==> src/rtl/std_fp_smult_share_pkg.sv <==
// rtl/std_fp_smult_share_pkg.sv - shared helpers for the fixed-point multiplier share
package fp_share_pkg;

    // Tag width for an N-requester share; never narrower than one bit.
    function automatic int tag_w(input int n);
        return (n > 2) ? $clog2(n) : 1;
    endfunction

    // Low bit of slice idx in a flattened bus of w-bit lanes.
    function automatic int slice_lo(input int idx, input int w);
        return idx * w;
    endfunction

endpackage

==> src/rtl/std_fp_smult_share_if.sv <==
// rtl/std_fp_smult_share_if.sv - go/done request bundle between requesters and the shared multiplier
interface std_fp_smult_share_if #(
    parameter int WIDTH = 32,
    parameter int NREQ  = 4
);
    logic [NREQ-1:0]       go;
    logic [NREQ*WIDTH-1:0] left;
    logic [NREQ*WIDTH-1:0] right;
    logic [NREQ*WIDTH-1:0] out;
    logic [NREQ-1:0]       done;

    modport master (output go, left, right, input out, done);
    modport slave  (input go, left, right, output out, done);
endinterface

==> src/rtl/std_fp_smult_share_rr_arbiter.sv <==
// rtl/std_fp_smult_share_rr_arbiter.sv - round-robin single-grant arbiter owning the priority pointer
module std_rr_arbiter
    import fp_share_pkg::*;
#(
    parameter int N = 4,
    localparam int TW = tag_w(N)
) (
    input  logic          clk,
    input  logic          reset,
    input  logic [N-1:0]  req,
    output logic          grant_valid,
    output logic [TW-1:0] grant_idx
);
    logic [TW-1:0] ptr_q, ptr_d;

    // Scan from the far end back toward ptr so the index closest to ptr wins.
    always_comb begin
        int idx;
        idx         = 0;
        grant_valid = 1'b0;
        grant_idx   = '0;
        for (int k = N - 1; k >= 0; k--) begin
            idx = int'(ptr_q) + k;
            if (idx >= N) idx = idx - N;
            if (req[idx[TW-1:0]]) begin
                grant_valid = 1'b1;
                grant_idx   = TW'(idx);
            end
        end
    end

    always_comb begin
        ptr_d = ptr_q;
        if (grant_valid) ptr_d = (int'(grant_idx) == N - 1) ? '0 : grant_idx + 1'b1;
    end

    always_ff @(posedge clk or posedge reset) begin
        if (reset) ptr_q <= '0;
        else       ptr_q <= ptr_d;
    end
endmodule

==> src/rtl/std_fp_smult_share.sv <==
// rtl/std_fp_smult_share.sv - one pipelined signed fixed-point multiplier shared by NREQ go/done requesters
module std_fp_smult_share
    import fp_share_pkg::*;
#(
    parameter int WIDTH       = 32,
    parameter int INT_WIDTH   = 8,
    parameter int FRACT_WIDTH = 24,
    parameter int NREQ        = 4,
    parameter int LATENCY     = 2
) (
    input logic clk,
    input logic reset,
    std_fp_smult_share_if.slave bus
);
    localparam int TW = tag_w(NREQ);

    if (INT_WIDTH + FRACT_WIDTH != WIDTH) begin : g_bad_split
        $error("INT_WIDTH + FRACT_WIDTH must equal WIDTH");
    end

    logic [NREQ-1:0]         eligible, inflight_q, inflight_d, done_w;
    logic                    grant_valid;
    logic [TW-1:0]           grant_idx;
    logic signed [WIDTH-1:0] a_s, b_s;
    logic signed [2*WIDTH-1:0] prod;
    logic [WIDTH-1:0]        res;
    logic [WIDTH-1:0]        data_q [LATENCY];
    logic [TW-1:0]           tag_q  [LATENCY];
    logic [LATENCY-1:0]      valid_q;
    logic [WIDTH-1:0]        hold_q [NREQ];

    assign eligible = bus.go & ~inflight_q & ~done_w;

    std_rr_arbiter #(.N(NREQ)) u_arb (
        .clk         (clk),
        .reset       (reset),
        .req         (eligible),
        .grant_valid (grant_valid),
        .grant_idx   (grant_idx)
    );

    always_comb begin
        a_s = '0;
        b_s = '0;
        for (int i = 0; i < NREQ; i++) begin
            if (grant_idx == TW'(i)) begin
                a_s = bus.left[slice_lo(i, WIDTH) +: WIDTH];
                b_s = bus.right[slice_lo(i, WIDTH) +: WIDTH];
            end
        end
        prod = a_s * b_s;
        // Arithmetic shift then truncate: floors toward -inf and wraps integer overflow.
        res  = WIDTH'(prod >>> FRACT_WIDTH);
    end

    always_comb begin
        done_w = '0;
        for (int i = 0; i < NREQ; i++)
            done_w[i] = valid_q[LATENCY-1] && (tag_q[LATENCY-1] == TW'(i));
    end

    always_comb begin
        inflight_d = inflight_q;
        if (valid_q[LATENCY-1]) inflight_d[tag_q[LATENCY-1]] = 1'b0;
        if (grant_valid)        inflight_d[grant_idx]        = 1'b1;
    end

    always_ff @(posedge clk or posedge reset) begin
        if (reset) begin
            valid_q    <= '0;
            inflight_q <= '0;
            for (int l = 0; l < LATENCY; l++) begin
                data_q[l] <= '0;
                tag_q[l]  <= '0;
            end
            for (int i = 0; i < NREQ; i++) hold_q[i] <= '0;
        end else begin
            valid_q[0] <= grant_valid;
            data_q[0]  <= res;
            tag_q[0]   <= grant_idx;
            for (int l = 1; l < LATENCY; l++) begin
                valid_q[l] <= valid_q[l-1];
                data_q[l]  <= data_q[l-1];
                tag_q[l]   <= tag_q[l-1];
            end
            inflight_q <= inflight_d;
            if (valid_q[LATENCY-1]) hold_q[tag_q[LATENCY-1]] <= data_q[LATENCY-1];
        end
    end

    for (genvar i = 0; i < NREQ; i++) begin : g_out
        assign bus.out[slice_lo(i, WIDTH) +: WIDTH] = done_w[i] ? data_q[LATENCY-1] : hold_q[i];
    end
    assign bus.done = done_w;
endmodule
==> src/flat_wrapper.sv <==
// flat-port wrapper written by rule: the top's interface ports become plain ports
module std_fp_smult_share_flat import fp_share_pkg::*;
#(
    parameter int WIDTH       = 32,
    parameter int INT_WIDTH   = 8,
    parameter int FRACT_WIDTH = 24,
    parameter int NREQ        = 4,
    parameter int LATENCY     = 2
)
  (clk, reset, bus_go, bus_left, bus_right, bus_out, bus_done);
  std_fp_smult_share_if #(.WIDTH(WIDTH), .NREQ(NREQ)) bus_i ();
  input logic clk;
  input logic reset;
  input wire logic [$bits(bus_i.go)-1:0] bus_go;
  input wire logic [$bits(bus_i.left)-1:0] bus_left;
  input wire logic [$bits(bus_i.right)-1:0] bus_right;
  output wire logic [$bits(bus_i.out)-1:0] bus_out;
  output wire logic [$bits(bus_i.done)-1:0] bus_done;
  assign bus_i.go = bus_go;
  assign bus_i.left = bus_left;
  assign bus_i.right = bus_right;
  assign bus_out = bus_i.out;
  assign bus_done = bus_i.done;
  std_fp_smult_share #(.WIDTH(WIDTH), .INT_WIDTH(INT_WIDTH), .FRACT_WIDTH(FRACT_WIDTH), .NREQ(NREQ), .LATENCY(LATENCY)) u_core (.clk(clk), .reset(reset), .bus(bus_i));
endmodule
==> config.mk <==
export PLATFORM = sky130hd
export DESIGN_NAME = std_fp_smult_share_flat
export DESIGN_NICKNAME = d
export VERILOG_FILES = /design/src/rtl/std_fp_smult_share_pkg.sv /design/src/rtl/std_fp_smult_share_if.sv /design/src/rtl/std_fp_smult_share_rr_arbiter.sv /design/src/rtl/std_fp_smult_share.sv /design/src/flat_wrapper.sv
export SDC_FILE = /design/constraint.sdc
export NUM_CORES = 2
export LEC_CHECK = 0
export ABC_AREA = 1
export BUFFER_PORTS_ARGS = -buffer_cell sky130_fd_sc_hd__buf_2
export CORE_AREA = 2 2 454 321
export DETAILED_ROUTE_END_ITERATION = 12
export DIE_AREA = 0 0 456 323
export GPL_TIMING_DRIVEN = 0
export PLACE_DENSITY_LB_ADDON = 0.05
export RECOVER_POWER = 100
export SKIP_CTS_REPAIR_TIMING = 1
export SLEW_MARGIN = 30
export SYNTH_ARGS = -nofsm -noshare
export SYNTH_HDL_FRONTEND = slang
export SYNTH_HIERARCHICAL = 1
export SYNTH_SLANG_ARGS = --single-unit
==> constraint.sdc <==
create_clock -name clk -period 13.1 [get_ports clk]
set_clock_uncertainty 0.1 [all_clocks]
set_input_delay 2.62 -clock clk [delete_from_list [all_inputs] [get_ports clk]]
set_output_delay 2.62 -clock clk [all_outputs]
set_load 0.005 [all_outputs]
==> metrics.txt <==
run status=complete, but fails checks; failing checks=capacitance limit, slew limit; max-slew violation count=207; proportion of register bits with asynchronous set or reset after synthesis=between 90% and 100%; placeable core region=0.144 mm^2; total routing usage reported by global routing=~28%; initial antenna violation count=11; Maximum Capacitance Violations=3; final setup vio count=0; number of vias after detailed routing=approximately 36000; flip-flop and latch count after synthesis=204; Critical Path Slowest Stage Cell=sky130_fd_sc_hd__fa_1; Initial DRT Pass Iterations=5; number of DRC markers after the initial detailed-route iteration=about 3400; Clock transition at path regs=around 0.08 ns; total global routing overflow=0; Seq/Total Area, Yosys=about an eighth; ratio of cells with drive above 1 in the final layout=approximately 9.8%; Synth Flop Type=sky130_fd_sc_hd__dfrtp_1; count of flip-flops with a built-in enable after synthesis=0; Critical path destination=u_core/data_q[60]$_DFF_PP0_; capturing element type of the critical path=register; number of cell instances on the worst register-to-register path=40; clock tree buffer depth=3; Die Y-Extent=around 320 um; layout overhead on the synthesized area=12.4%; detailed-route DRC error count=0; CTS H-tree lvls=1; measured slew at the worst slew-check pin=4.70 ns; Crit. path cell count=37; worst setup path category=input port to register; Detailed Route WL=just over 200000 um; buffers and inverters on the worst path=9; DIE AREA=between 0.1 and 0.15 mm^2; starting utilization of the core area=slightly below 30%; reg2reg end=u_core/data_q[60]$_DFF_PP0_; final number of hold-violating endpoints=0; post-route fraction of the period consumed by the critical path=a little over nine tenths; number of core rows=~120; vias in the first global route=~37000; Top cell by count, worst path=sky130_fd_sc_hd__fa_1; setup slack, reg-to-reg=approximately 1.2 ns; fill count=around 16000; Detail Placement HPWL=174000 um; YS warnings=6; nets in the synthesized netlist=between 6000 and 7000; Max-Slew Margin vs Limit=-213%; data required time at the worst endpoint=around 13 ns; hold slack=0.235 ns; count of input and output buffers=393; die extent in x=456 um; Util after Layout=between 30% and 40%; number of primary I/O pins=between 300 and 400; clock tree from TritonCTS=yes; highest achievable clock rate=a little under 80 MHz; biggest cell delay along the critical path=about 0.8 ns; hold depth=0; final critical path time including I/O delays and setup=between 10 and 15 ns; WP data arrival=roughly 13 ns; Synth cell types=between 50 and 60; global-route wire length before repair=286000 um; cell count after synthesis=about 5000; largest fanout on the critical path=10; routability congestion estimate=0.976; Critical Path Source=bus_go[2]; worst-skew pair later-pin latency=0.50 ns; Clk Tree Root Cell=sky130_fd_sc_hd__clkbuf_16; Vias/cell=roughly 4.7; synthesized area=between 0.04 and 0.05 mm^2; routed wire length per instance=~27 um; worst hold path class=register to register; sort of element at the start of the critical path=input port; net count of the finished layout=approximately 7000; startpoint of the most critical register-to-register path=u_core/tag_q[1]$_DFF_PP0_; total clock sinks=just over 200; Num CTS Buffers=17; average cell area after synthesis=8.28 um^2; cell family with the largest share of critical-path delay=adder cells; pin count of the biggest net entering global routing=between 80 and 90; Detail Route Antenna Nets=0
## worst min-delay path by stage
stage | from | endpoint | slack (ns)
2_1_floorplan | u_core/data_q[32]$_DFF_PP0_ | u_core/data_q[0]$_DFF_PP0_ | 0.23
3_3_place_gp | u_core/valid_q[0]$_DFF_PP0_ | u_core/valid_q[1]$_DFF_PP0_ | 0.23
3_5_place_dp | u_core/data_q[51]$_DFF_PP0_ | u_core/data_q[19]$_DFF_PP0_ | 0.23
4_1_cts | u_core/data_q[58]$_DFF_PP0_ | u_core/data_q[26]$_DFF_PP0_ | 0.24
5_1_grt | u_core/data_q[32]$_DFF_PP0_ | u_core/data_q[0]$_DFF_PP0_ | 0.26
6_report | u_core/data_q[58]$_DFF_PP0_ | u_core/data_q[26]$_DFF_PP0_ | 0.23
## stage by stage
step | setup TNS (ns) | setup WS (ns) | cell area [um^2] | std cells
floorplan | 0 | 2.19 | 42600 | 5146
global placement | -44.66 | -2.68 | 47000 | 7443
detailed placement | -9.32 | -1.39 | 47200 | 7449
CTS | -2.05 | -0.887 | 47800 | 7476
global route | -0.0449 | -0.0398 | 47900 | 7494
finish | 0 | 0.372 | 47900 | 7496
## layout make-up
cell class	count	area (um^2)	share of cell area [%]
multi-input combinational	3326	31500	65.7
timing repair buffer	417	2030	4.23
clock inverter	8	119	0.248
sequential	204	5100	10.7
tap	1904	2380	4.97
buffer	203	987	2.06
inverter	1413	5340	11.2
clock buffer	19	453	0.946
antenna	2	5.00	0.0105
## worst reg2reg max path, delay by kind of cell, from the launching register on
family                   cells  cell delay [ns]
adder cells (fa/ha/maj)      9             5.19
AND/OR/NAND/NOR             16             2.45
buffers and inverters       11             2.45
flip-flops                   1             0.43
AO/OA/AOI/OAI                4             1.21
## flip-flops by register name, indices dropped and copies added (netlist names)
register / flops
u_core/hold_q: 128
u_core/data_q: 64
u_core/inflight_q: 4
u_core/tag_q: 4
u_core/u_arb/ptr_q: 2
u_core/valid_q: 2
## cells in the mapped netlist, types with 4 or more instances
library cell / count / share of area (%)
sky130_fd_sc_hd__clkinv_1: 9 / 0.079
sky130_fd_sc_hd__fa_1: 982 / 46
sky130_fd_sc_hd__a21o_1: 12 / 0.21
sky130_fd_sc_hd__nor3_1: 12 / 0.14
sky130_fd_sc_hd__buf_2: 76 / 0.89
sky130_fd_sc_hd__nor2_2: 4 / 0.059
sky130_fd_sc_hd__a21boi_0: 4 / 0.070
sky130_fd_sc_hd__xnor2_1: 4 / 0.082
sky130_fd_sc_hd__a21oi_1: 85 / 1.0
sky130_fd_sc_hd__inv_1: 1382 / 12
sky130_fd_sc_hd__ha_1: 171 / 5.0
sky130_fd_sc_hd__inv_2: 19 / 0.17
sky130_fd_sc_hd__nand2_2: 23 / 0.34
sky130_fd_sc_hd__o221ai_1: 21 / 0.43
sky130_fd_sc_hd__o21ai_1: 18 / 0.21
sky130_fd_sc_hd__or2_2: 4 / 0.059
sky130_fd_sc_hd__xor2_1: 25 / 0.51
sky130_fd_sc_hd__buf_4: 4 / 0.070
sky130_fd_sc_hd__a22o_1: 5 / 0.10
sky130_fd_sc_hd__nand3_2: 5 / 0.12
sky130_fd_sc_hd__o21ai_0: 201 / 2.4
sky130_fd_sc_hd__dfrtp_1: 204 / 12
sky130_fd_sc_hd__nand3_1: 75 / 0.88
sky130_fd_sc_hd__nand4_1: 10 / 0.15
sky130_fd_sc_hd__o21a_1: 4 / 0.070
sky130_fd_sc_hd__nand2_1: 1213 / 11
sky130_fd_sc_hd__buf_1: 8 / 0.070
sky130_fd_sc_hd__buf_6: 7 / 0.18
sky130_fd_sc_hd__a221oi_1: 15 / 0.31
sky130_fd_sc_hd__o21ai_2: 16 / 0.33
sky130_fd_sc_hd__nor2_1: 382 / 3.4
sky130_fd_sc_hd__clkbuf_1: 108 / 0.95
## layer usage
layer	vias up	part of all wire, %	wire length (um)	track usage, %
li1	15600	-	-	-
met1	18600	49	99400	42.5
met2	1292	40	81700	40.0
met3	131	9.3	19000	7.04
met4	8	1.8	3590	3.30
met5	-	0.026	54	0
## layout by cell type (no fill, tap or decap), drive strengths merged, types with 4 or more instances in the layout
master	synthesis	layout
inv	1404	1399
nand2	1238	1238
fa	982	982
nor2	388	388
buf	95	374
clkbuf	108	264
o21ai	236	236
dfrtp	204	204
ha	171	171
a21oi	86	86
nand3	80	80
xor2	25	25
o221ai	21	21
a221oi	15	15
nor3	14	14
a21o	12	12
nand4	11	11
clkinv	9	10
clkinvlp	0	9
or2	7	7
a22o	5	5
a21boi	4	4
o21a	4	4
xnor2	4	4
## cell families (layout without fill, tap and decap cells)
family	count (synthesis)	count (layout)	share of synthesized area (%)
AND/OR/NAND/NOR	1745	1745	16.2
buffers and inverters	1616	2060	14.6
adder cells (fa/ha/maj)	1153	1153	51.2
AO/OA/AOI/OAI	399	399	5.43
flip-flops	204	204	12.0
XOR/XNOR	29	29	0.596
other	0	2	0
Power is not shown: default switching activity piles up to over one toggle a cycle in this logic, so the estimate is an artifact.
